==> config.mk <==
export PLATFORM = sky130hd
export DESIGN_NAME = mem_access_unit
export DESIGN_NICKNAME = d
export VERILOG_FILES = /design/src/rtl/mem_access_unit.sv
export SDC_FILE = /design/constraint.sdc
export NUM_CORES = 1
export LEC_CHECK = 0
export ABC_AREA = 1
export BUFFER_PORTS_ARGS = -buffer_cell sky130_fd_sc_hd__buf_2
export CORE_MARGIN = 8
export CORE_UTILIZATION = 48
export DETAILED_ROUTE_END_ITERATION = 7
export HOLD_SLACK_MARGIN = 0.05
export PLACE_DENSITY = 0.87
export RECOVER_POWER = 25
export SLEW_MARGIN = 30
export SYNTH_ARGS = -nofsm -noshare
export SYNTH_HDL_FRONTEND = slang
export SYNTH_SLANG_ARGS = --single-unit
==> constraint.sdc <==
create_clock -name clk -period 2.3 [get_ports clk]
set_clock_uncertainty 0.1 [all_clocks]
set_input_delay 0.23 -clock clk [delete_from_list [all_inputs] [get_ports clk]]
set_output_delay 0.23 -clock clk [all_outputs]
set_load 0.005 [all_outputs]
==> src/rtl/mem_access_unit.sv <==
// Load/store sequencer that sits in front of the memory controller and keeps one request in flight.
// Define MEM_ACC_RANGE_CHK_EN to reject requests whose address is at or above ADDR_LIMIT.
`ifndef DATA_WIDTH
`define DATA_WIDTH 32'd16
`endif

module mem_access_unit #(
  parameter int unsigned     DATA_WIDTH = `DATA_WIDTH,
  parameter int unsigned     RD_LAT     = 32'd1,
  parameter longint unsigned ADDR_LIMIT = 64'h8000
) (
  input  logic                  clk,
  input  logic                  rst,
  input  logic                  req_valid,
  output logic                  req_ready,
  input  logic                  req_we,
  input  logic [DATA_WIDTH-1:0] req_addr,
  input  logic [DATA_WIDTH-1:0] req_wdata,
  output logic                  rsp_valid,
  input  logic                  rsp_ready,
  output logic [DATA_WIDTH-1:0] rsp_rdata,
  output logic                  rsp_err,
  output logic [1:0]            mc_action,
  output logic [DATA_WIDTH-1:0] mc_address,
  output logic [DATA_WIDTH-1:0] mc_data,
  input  logic [DATA_WIDTH-1:0] mc_rdata,
  output logic                  busy
);

  typedef enum logic [1:0] {IDLE = 2'd0, ISSUE = 2'd1, WAIT = 2'd2, RESP = 2'd3} state_t;

  localparam logic [3:0] RD_LAT_M1 = 4'(RD_LAT - 32'd1);

  if ((RD_LAT < 32'd1) || (RD_LAT > 32'd15)) begin : g_bad_rd_lat
    $error("mem_access_unit: RD_LAT=%0d is outside 1..15", RD_LAT);
  end
  if (ADDR_LIMIT > (64'd1 << DATA_WIDTH)) begin : g_bad_addr_limit
    $error("mem_access_unit: ADDR_LIMIT does not fit the address width");
  end

  state_t                state_q, state_d;
  logic [3:0]            cnt_q, cnt_d;
  logic                  we_q, we_d;
  logic [1:0]            mc_action_q, mc_action_d;
  logic [DATA_WIDTH-1:0] mc_address_q, mc_address_d;
  logic [DATA_WIDTH-1:0] mc_data_q, mc_data_d;
  logic                  rsp_valid_q, rsp_valid_d;
  logic [DATA_WIDTH-1:0] rsp_rdata_q, rsp_rdata_d;
  logic                  rsp_err_q, rsp_err_d;
  logic                  req_ready_q, req_ready_d;
  logic                  busy_q, busy_d;
  logic                  addr_bad_s;

  always_comb begin
    state_d      = state_q;
    cnt_d        = cnt_q;
    we_d         = we_q;
    mc_action_d  = 2'b00;
    mc_address_d = mc_address_q;
    mc_data_d    = mc_data_q;
    rsp_valid_d  = rsp_valid_q;
    rsp_rdata_d  = rsp_rdata_q;
    rsp_err_d    = rsp_err_q;
`ifdef MEM_ACC_RANGE_CHK_EN
    addr_bad_s   = (64'(req_addr) >= ADDR_LIMIT);
`else
    addr_bad_s   = 1'b0;
`endif
    case (state_q)
      IDLE: begin
        if (req_valid && req_ready_q) begin
          we_d        = req_we;
          rsp_rdata_d = {DATA_WIDTH{1'b0}};
          if (addr_bad_s) begin
            // Rejected requests never reach the controller; answer on the next cycle.
            state_d     = RESP;
            rsp_valid_d = 1'b1;
            rsp_err_d   = 1'b1;
          end else begin
            state_d      = ISSUE;
            mc_action_d  = req_we ? 2'b10 : 2'b01;
            mc_address_d = req_addr;
            mc_data_d    = req_wdata;
            rsp_err_d    = 1'b0;
          end
        end else begin
          state_d = IDLE;
        end
      end
      ISSUE: begin
        if (we_q) begin
          state_d     = RESP;
          rsp_valid_d = 1'b1;
          rsp_rdata_d = {DATA_WIDTH{1'b0}};
        end else begin
          state_d = WAIT;
          cnt_d   = RD_LAT_M1;
        end
      end
      WAIT: begin
        // Counter reaching zero marks the cycle in which mc_rdata is valid.
        if (cnt_q == 4'd0) begin
          state_d     = RESP;
          rsp_valid_d = 1'b1;
          rsp_rdata_d = mc_rdata;
        end else begin
          cnt_d = cnt_q - 4'd1;
        end
      end
      RESP: begin
        if (rsp_ready) begin
          state_d     = IDLE;
          rsp_valid_d = 1'b0;
        end else begin
          state_d = RESP;
        end
      end
      default: begin
        state_d = IDLE;
      end
    endcase
    req_ready_d = (state_d == IDLE);
    busy_d      = (state_d != IDLE);
  end

  always_ff @(posedge clk or posedge rst) begin
    if (rst) begin
      state_q      <= IDLE;
      cnt_q        <= 4'd0;
      we_q         <= 1'b0;
      mc_action_q  <= 2'b00;
      mc_address_q <= {DATA_WIDTH{1'b0}};
      mc_data_q    <= {DATA_WIDTH{1'b0}};
      rsp_valid_q  <= 1'b0;
      rsp_rdata_q  <= {DATA_WIDTH{1'b0}};
      rsp_err_q    <= 1'b0;
      req_ready_q  <= 1'b0;
      busy_q       <= 1'b0;
    end else begin
      state_q      <= state_d;
      cnt_q        <= cnt_d;
      we_q         <= we_d;
      mc_action_q  <= mc_action_d;
      mc_address_q <= mc_address_d;
      mc_data_q    <= mc_data_d;
      rsp_valid_q  <= rsp_valid_d;
      rsp_rdata_q  <= rsp_rdata_d;
      rsp_err_q    <= rsp_err_d;
      req_ready_q  <= req_ready_d;
      busy_q       <= busy_d;
    end
  end

  assign req_ready  = req_ready_q;
  assign rsp_valid  = rsp_valid_q;
  assign rsp_rdata  = rsp_rdata_q;
  assign rsp_err    = rsp_err_q;
  assign mc_action  = mc_action_q;
  assign mc_address = mc_address_q;
  assign mc_data    = mc_data_q;
  assign busy       = busy_q;

endmodule

# Word-level counts from Yosys, hierarchy flattened
# Index checks and enable logic that the tools add are counted.
# Widths: inputs -> output; s select.
# op_classes
muxes	19
n_reduce_logical	12
eq_ne	9
addsub	1
# ops
op	count
$mux 16	3
$pmux 16 s3	1
$ne 2x2->1 const B	6
$mux 2	5
$mux 4	2
$pmux 2 s4	1
$pmux 4 s2	1
$reduce_and 4->1	2
$reduce_bool 3->1	2
$mux 1	5
$eq 2x2->1 const B	2
$logic_not 2->1	2
$logic_not 4->1	1
$reduce_bool 2->1	2
$sub 4x1->4 const B	1
$pmux 1 s3	1
$reduce_and 3->1	1
$eq 2x1->1 const B	1
$reduce_and 2->1	1
$logic_and 1x1->1	1
# word_totals
regBits	60
in_bits	53

# Depth between registers and ports, before layout
# Gate-level depths: netlist (run 1).
# depth
depth_word	4
ltp_mapped	8
depth_no_buf	7

# Worst setup path after synthesis (run 1)
# Ideal clock, no wire load.
# synth_path
path_kind	register to register
from	register state_q[0]
to	register mc_data_q[10], in the netlist mc_data[10]
n_path_buf	2
slack_ns	0.913
setup_time_ns	0.121
arrival_ns	1.166
stages_incl_launch_ff	7
required_ns	2.079
path_cell_list	dfrtp_1 -> nor2_2 -> nand3_2 -> buf_2 -> buf_4 -> nand2_1 -> o21ai_1
# synth_via
elab_chain_len	2
# synth_rtl
item	line	rtl
start, declared	41	state_t state_q, state_d;
start signal, assigned	140	state_q <= state_d;
$logic_not 2->1	69	case (state_q)
$reduce_and 2->1 (no source line)	--	
end signal, assigned	133	mc_data_q <= {DATA_WIDTH{1'b0}};
end signal, assigned	145	mc_data_q <= mc_data_d;
end, declared	46	logic [DATA_WIDTH-1:0] mc_data_q, mc_data_d;
# No other way between the ends.
# A chain may end at the register's enable or synchronous reset.

# Worst setup path in the final report (run 1)
# layout_path
from	register state_q[0]
to	register rsp_rdata_q[0], in the netlist rsp_rdata[0]
# layout_via
elab_chain_len	3
word_cells_on_any_way	9
# layout_rtl
item	line	rtl
$eq 2x2->1, or another cell as far along	69	
$ne 2x2->1 (no source line) / $reduce_bool 3->1 (equally long branches)	--	
$reduce_and 4->1 (no source line)	--	
end signal, assigned	135	rsp_rdata_q <= {DATA_WIDTH{1'b0}};
end signal, assigned	147	rsp_rdata_q <= rsp_rdata_d;
end, declared	48	logic [DATA_WIDTH-1:0] rsp_rdata_q, rsp_rdata_d;
# Parallel ways exist; a longest one is shown, timed or not.

==> metrics, run 1 <==
outcome=finished, final reports clean; area added between synthesis and finish=38.9%; total congestion overflow after global routing=0; family with the most delay on the worst path=simple AND/OR/NAND/NOR gates; number of global-route vias before repair=2,587; cells taking the most area after synthesis=sky130_fd_sc_hd__dfrtp_1 (56%), sky130_fd_sc_hd__nand2_1 (12%), sky130_fd_sc_hd__inv_1 (8.3%), sky130_fd_sc_hd__nand4_1 (4.0%), sky130_fd_sc_hd__o21ai_0 (3.9%); post-synthesis cell count=317; kind of path behind the tightest hold check=in2reg; average size of a mapped cell=8.42 sq um; prevailing post-synth register cell=sky130_fd_sc_hd__dfrtp_1; ordered cell list for the critical path=inv_2, nand2_4, inv_2, nand2_2, nand3_4, nand2_1, nand2_1; most used standard cell by instance count after synthesis=sky130_fd_sc_hd__nand2_1; classification of the worst setup path=reg2reg; drt drc=0; CTS tree=built; WL final=7190 microns; Relative slew margins=28.7%; sequential-to-total area share from yosys stat=56.3%; post_cts resized=0; Skew-Pair Late Insertion Delay=0.33 ns; worst voltage drop across the vdd grid=0.627 mV; M3 GR Usage=7.98%; global route hottest layer=met2; fin crit share=76.3%; Syn Nets=372; met1 demand-to-capacity share in global routing=20.5%; number of enable-type register cells in the synthesized netlist=0; share of the synthesized area in the top cell type=56.3%; number of detailed-routing iterations run before antenna repair=4; maximum operating frequency=570 MHz; category of the worst setup path capture point=flop; hold buffer count at CTS=29; unrepaired setup endpoints after global routing=false; TritonCTS Buffers=9; largest net degree at the start of global routing=70; slowest library cell on the worst path=sky130_fd_sc_hd__dfrtp_1; clock transition at the registers of the reported paths=0.07 ns; buffers added on ports=105; worst path buffer plus inverter count=2; antenna-violating nets left=0; sum of negative setup slack=0 ns; most used standard cells in the synthesized netlist=sky130_fd_sc_hd__nand2_1 (86), sky130_fd_sc_hd__dfrtp_1 (60), sky130_fd_sc_hd__inv_1 (59), sky130_fd_sc_hd__nor2_1 (24), sky130_fd_sc_hd__o21ai_0 (21); total power=4420 uW; vias post-DR=2,472; total standard cell area after synthesis=2670 sq um; GR Util met2=29.8%; proportion of layout cells with a drive suffix above 1=26.3%; Setup violations, final=0; Max-Cap Viols=0; combined global-route utilization of all metal layers=18.3%; largest fanout on the critical path=20; final hold viol count=0; DIE HEIGHT=90.6 microns; initial drt markers=78; IO Count=107; die area=8200 sq um; Std-Cell Rows=27; number of slew-limit violations in the final report=0; Sinks on Clock Net=60; deepest level of the CTS H-tree=3; count of nets after finishing=506; fraction of registers with async set/reset=100%; minimum clock period=1.76 ns; wire length of the first global-routing pass=12,300 microns; final routed wire length divided by cell count=13.6 microns; required time at the endpoint of the critical path=2.42 ns; root buffer cell=sky130_fd_sc_hd__clkbuf_8; Core ar.=5440 sq um; number of distinct library cell variants in the gate-level netlist after synthesis=23; register bit count reported by yosys=60; number of buffers on the longest clock path=2; Diodes inserted=0; synth warn=0; post-DR vias/cell=4.68; actual transition at the worst max-transition pin=1.07 ns; Worst setup SP type=flop; Worst path max stage delay=0.45 ns; final weighted congestion in routability-driven placement=0.803; Pleak=0.00218 uW; Pwr per Cell Area=1190 nW/um^2; initial core utilization=49.1%; die span in x=90.6 microns; number of setup buffers added after CTS=0; half-perimeter wire length of the detailed placement result=4780 microns; Data arrival, critical path=1.87 ns; biggest area consumer among synthesized cells=sky130_fd_sc_hd__dfrtp_1; number of antenna violations at the first check in global routing=0
## worst register-to-register path: cells and delay by family, from the launching register on
family | cells | cell delay (ns)
DFF | 1 | 0.45
buffers and inverters | 2 | 0.18
and+or+nand+nor | 5 | 0.91
## logic make-up (layout without fill, tap and decap cells)
| family | count (synthesis) | count (layout) | share of synthesized area (%) |
|---|---|---|---|
| xor+xnor | 1 | 1 | 0.328 |
| other cells | 1 | 1 | 0.141 |
| fa+ha+maj | 2 | 2 | 0.937 |
| flops | 60 | 60 | 56.3 |
| simple gates | 139 | 139 | 22.7 |
| compound gates | 39 | 39 | 7.74 |
| buf+inv | 75 | 214 | 11.9 |
## cell usage in the layout, fill, tap and decap left out, types with 4 or more instances in the layout
| master | n |
|---|---|
| sky130_fd_sc_hd__buf_2 | 92 |
| sky130_fd_sc_hd__clkbuf_1 | 13 |
| sky130_fd_sc_hd__clkbuf_8 | 11 |
| sky130_fd_sc_hd__clkinv_2 | 4 |
| sky130_fd_sc_hd__dfrtp_1 | 60 |
| sky130_fd_sc_hd__dlygate4sd3_1 | 29 |
| sky130_fd_sc_hd__inv_1 | 59 |
| sky130_fd_sc_hd__nand2_1 | 86 |
| sky130_fd_sc_hd__nand3_1 | 6 |
| sky130_fd_sc_hd__nand4_1 | 17 |
| sky130_fd_sc_hd__nor2_1 | 24 |
| sky130_fd_sc_hd__o21ai_0 | 21 |
| sky130_fd_sc_hd__o21ai_1 | 14 |
## sequential cells by signal, indices dropped and copies added (netlist names)
signal / count
mc_address: 16
mc_data: 16
rsp_rdata: 16
cnt_q: 4
mc_action: 2
state_q: 2
busy: 1
req_ready: 1
rsp_valid: 1
we_q: 1
## worst paths after layout
check | from | to | slack [ns] | cells after the start
worst min-delay path | req_addr[4] | mc_address[4] | 0.06 | 3
max in group asynchronous | rst | mc_data[0] | 0.60 | 4
worst max register to register | state_q[0] | rsp_rdata[0] | 0.54 | 7
worst min register to register | rsp_rdata[10] | rsp_rdata[10] | 0.36 | 2
worst max-delay path | state_q[0] | rsp_rdata[0] | 0.54 | 7
min in group asynchronous | rst | rsp_rdata[2] | 0.62 | 3
## report_power, final
part	switching [uW]	internal (uW)	leakage, uW
combinational	1060	680	0.00130
clock	402	552	0.000109
sequential	258	1480	0.000765
## area by class of cell
| cell class | count | area, sq um |
|---|---|---|
| inverter | 61 | 229 |
| timing repair buffer | 137 | 835 |
| sequential | 60 | 1500 |
| clock buffer | 11 | 151 |
| multi-input combinational | 182 | 851 |
| fill | 440 | 1730 |
| clock inverter | 5 | 50.0 |
| tap | 72 | 90.1 |
## layer usage
metal,wire length [microns],share of wire (%)
met4,63,0.88
met3,678,9.4
met1,3040,42
met2,3410,47
met5,0,0
## per-stage QoR
| stage | setup WS [ns] | area (sq um) | std cells | utilization, % | hold slack [ns] |
|---|---|---|---|---|---|
| 2_1_floorplan | 0.485 | 2670 | 317 | - | 0.208 |
| 3_3_place_gp | 0.686 | 3230 | 483 | 59.4 | 0.223 |
| 6_report | 0.545 | 3710 | 528 | 68.2 | 0.0575 |
| 5_1_grt | 0.336 | 3710 | 528 | 68.2 | 0.0634 |
| 4_1_cts | 0.544 | 3720 | 528 | 68.5 | 0.0544 |
| 3_5_place_dp | 0.563 | 3230 | 483 | 59.4 | 0.237 |
Power figures use the tool's default switching activity.
==> run 2, diff against run 1 <==
--- a/config.mk
+++ b/config.mk
@@ -5,10 +5,10 @@
 export SDC_FILE = /design/constraint.sdc
 export NUM_CORES = 1
 export LEC_CHECK = 0
-export ABC_AREA = 1
+export ABC_AREA = 0
 export BUFFER_PORTS_ARGS = -buffer_cell sky130_fd_sc_hd__buf_2
 export CORE_MARGIN = 8
-export CORE_UTILIZATION = 48
+export CORE_UTILIZATION = 47
 export DETAILED_ROUTE_END_ITERATION = 7
 export HOLD_SLACK_MARGIN = 0.05
 export PLACE_DENSITY = 0.87
==> constraint.sdc (replaced) <==
create_clock -name clk -period 1.8 [get_ports clk]
set_clock_uncertainty 0.1 [all_clocks]
set_input_delay 0.18 -clock clk [delete_from_list [all_inputs] [get_ports clk]]
set_output_delay 0.18 -clock clk [all_outputs]
set_load 0.005 [all_outputs]
==> run 2 against run 1 <==
  * The flow now finishes with violations (negative setup slack)
  * Worst setup slack lost 0.56 ns
  * Critical path depth shrank 1
  * Clock power grew 27%
  * Via count shrank 16%
  * Register-to-register slack lost 0.56 ns
  * Sequential power grew 25%
  * Final area grew 5.0%
  * Wire length shrank 1.3%
  * Fmax shrank 3.0%
  * Global-route usage grew 0.17 points
  * Die area shrank 2.5%
  * Critical path type unchanged
  * Critical endpoint is now rsp_rdata[8]
==> metrics, run 2 <==
uppermost layer routed=met4; initial core utilization=49.0% (-0.060 points); met1 wire length=2650 microns (-13%); average size of a mapped cell=12.8 sq um (+52%); synth warn=0 (unchanged); slowest library cell on the worst path=sky130_fd_sc_hd__or3b_4; WL met3=612 microns (-9.7%); share of the synthesized area in the top cell type=59.2% (+3.0 points); number of distinct library cell variants in the gate-level netlist after synthesis=33 (+43%); CTS tree=built; final critical-path setup slack=-0.0106 ns (-0.555 ns); actual transition at the worst max-transition pin=0.687 ns (-0.382 ns); Data arrival, critical path=1.95 ns (+0.08 ns); family with the most delay on the worst path=simple AND/OR/NAND/NOR gates; startpoint of the most critical hold path=rsp_ready; largest net degree at the start of global routing=23 (-67%); count of filler cells inserted in the layout=330 (-25%); drt drc=0 (unchanged); prevailing post-synth register cell=sky130_fd_sc_hd__dfrtp_1; violated checks=negative setup slack; total congestion overflow after global routing=0 (unchanged); cells taking the most area after synthesis=sky130_fd_sc_hd__dfrtp_1 (59%), sky130_fd_sc_hd__mux2_2 (12%), sky130_fd_sc_hd__mux2i_1 (6.7%), sky130_fd_sc_hd__inv_1 (3.3%), sky130_fd_sc_hd__nand2_1 (2.8%); sequential-to-total area share from yosys stat=59.2% (+3.0 points); required time at the endpoint of the critical path=1.94 ns (-0.48 ns); fraction of registers with async set/reset=100% (unchanged); Worst path max stage delay=0.39 ns (-0.06 ns); initial drt markers=65 (-17%); Sinks on Clock Net=60 (unchanged); number of global-route vias before repair=2,378 (-8.1%); DIE HEIGHT=89.4 microns (-1.2%); Pleak=0.00202 uW (-7.3%); deepest level of the CTS H-tree=3 (unchanged); buffers added on ports=105 (unchanged); number of enable-type register cells in the synthesized netlist=0 (unchanged); clock transition at the registers of the reported paths=0.07 ns (about the same); worst voltage drop across the vdd grid=0.838 mV (+34%); final weighted congestion in routability-driven placement=0.816 (+1.6%); Max-Cap Viols=0 (unchanged); sum of negative setup slack=-0.0106 ns (-0.0106 ns); TritonCTS Buffers=9 (unchanged); final hold viol count=0 (unchanged); ordered cell list for the critical path=inv_1, ha_1, or3b_4, o211ai_4, buf_12, mux2i_1; post-synthesis cell count=198 (-38%); Diodes inserted=0 (unchanged); Core ar.=5170 sq um (-4.9%); Std-Cell Rows=26 (-3.7%); number of setup buffers added after CTS=0 (unchanged); total power=5450 uW (+23%); fin crit share=101% (+24 points); Worst setup SP type=flop; most frequent cells in the layout=sky130_fd_sc_hd__buf_2 (106), sky130_fd_sc_hd__dfrtp_1 (60), sky130_fd_sc_hd__dlygate4sd3_1 (50), sky130_fd_sc_hd__mux2_2 (27), sky130_fd_sc_hd__inv_1 (21); critical path startpoint=cnt_q[1]; most common cell after layout, fill and taps aside=sky130_fd_sc_hd__buf_2; wire length of the first global-routing pass=11,100 microns (-9.3%); Relative slew margins=54.2% (+25 points); half-perimeter wire length of the detailed placement result=4500 microns (-5.8%); largest fanout on the critical path=16 (-20%); kind of path behind the tightest hold check=in2reg; Pwr per Cell Area=1400 nW/um^2 (+17%); Setup violations, final=1 (+1); maximum operating frequency=552 MHz (-3.0%); beginning of the worst register-to-register path=cnt_q[1]; die area=8000 sq um (-2.5%); biggest area consumer among synthesized cells=sky130_fd_sc_hd__dfrtp_1; WL final=7090 microns (-1.3%); number of antenna violations at the first check in global routing=0 (unchanged); number of slew-limit violations in the final report=0 (unchanged); number of buffers on the longest clock path=2 (unchanged); most used standard cells in the synthesized netlist=sky130_fd_sc_hd__dfrtp_1 (60), sky130_fd_sc_hd__mux2_2 (27), sky130_fd_sc_hd__inv_1 (22), sky130_fd_sc_hd__nand2_1 (19), sky130_fd_sc_hd__mux2i_1 (17); final routed wire length divided by cell count=16.2 microns (+19%); met2 routed WL=3690 microns (+8.3%); proportion of layout cells with a drive suffix above 1=44.7% (+18 points); vias post-DR=2,085 (-16%); root buffer cell=sky130_fd_sc_hd__clkbuf_8; count of nets after finishing=419 (-17%); number of detailed-routing iterations run before antenna repair=4 (unchanged); IO Count=107 (unchanged); total standard cell area after synthesis=2530 sq um (-5.0%); area added between synthesis and finish=53.5%; classification of the worst setup path=reg2reg; core utilization of the finished layout=75.2% (+7.1 points); worst path buffer plus inverter count=2 (unchanged); antenna-violating nets left=0 (unchanged); register bit count reported by yosys=60 (unchanged); minimum clock period=1.81 ns (+0.0551 ns); outcome=finished with violations; post-DR vias/cell=4.75 (+1.4%); Syn Nets=253 (-32%); die span in x=89.4 microns (-1.2%); Post-Place Setup Slack=-0.0118 ns (-0.575 ns); Skew-Pair Late Insertion Delay=0.33 ns (about the same); combined global-route utilization of all metal layers=18.4% (+0.17 points); most used standard cell by instance count after synthesis=sky130_fd_sc_hd__dfrtp_1; category of the worst setup path capture point=flop; unrepaired setup endpoints after global routing=true
[run 2: cell count changes after synthesis, sizes merged, moves of 8 or more]
cell and change:
nand2 -70, mux2 +33, mux2i +17, inv -39, nand3 -8, nand4 -17
o21ai -31, nor2 -20
[run 2: cell families (layout without fill, tap and decap cells)]
group	count (synthesis)	in the layout	synth area share, %
flip-flops	60	60	59.2
multiplexers	50	50	21.4
AND/OR/NAND/NOR	35	35	6.81
buffers and inverters	33	204	6.22
AO/OA/AOI/OAI	17	17	5.23
adder cells (fa/ha/maj)	2	2	0.987
other	1	1	0.148
[run 2: final cells by class]
| class | instances | area [sq um] | area share [%] |
|---|---|---|---|
| clock buffer | 10 | 138 | 3.54 |
| clock inverter | 6 | 63.8 | 1.64 |
| inverter | 22 | 82.6 | 2.12 |
| multi-input combinational | 105 | 887 | 22.8 |
| sequential | 60 | 1500 | 38.6 |
| tap | 70 | 87.6 | 2.25 |
| timing repair buffer | 166 | 1130 | 29.1 |
[run 2: through the flow]
stage	hold slack, ns	instances	area, sq um
6_report	0.0932	439	3890
5_1_grt	0.134	439	3890
4_1_cts	0.0712	439	3900
3_5_place_dp	0.0964	373	3200
3_3_place_gp	0.0931	373	3200
2_1_floorplan	0.146	198	2530
[run 2: worst min-delay path, delay by kind of cell]
family | cells | cell delay (ns)
AOI/OAI and AO/OA | 1 | 0.08
buffers and inverters | 1 | 0.12
and+or+nand+nor | 2 | 0.09
[run 2: what timing repair did]
action,CTS,global route
hold buffers,50,0
setup endpoints to repair,4,16
hold endpoints to repair,67,0
gates resized for setup,1,1
[run 2: metal layers]
layer  global-route usage [%]  vias up
met3                     6.07       15
met1                     18.0      995
met5                        0        -
met4                     9.21        0
met2                     33.9       79
li1                         -      996
[run 2: worst paths after layout]
check,cells past startpoint,slack [ns],to
setup / recovery,6,-0.01,rsp_rdata[8]
min in group asynchronous,3,0.43,mc_data[4]
setup reg to reg,6,-0.01,rsp_rdata[8]
hold / removal,4,0.09,rsp_valid
max in group asynchronous,4,0.23,rsp_rdata[15]
hold reg to reg,1,0.39,mc_data[12]
[run 2: power breakdown]
group	leakage [uW]	internal [uW]	switching, uW
clock	0.0000983	674	532
combinational	0.00116	1130	950
sequential	0.000764	1880	290
total	0.00202	3680	1770
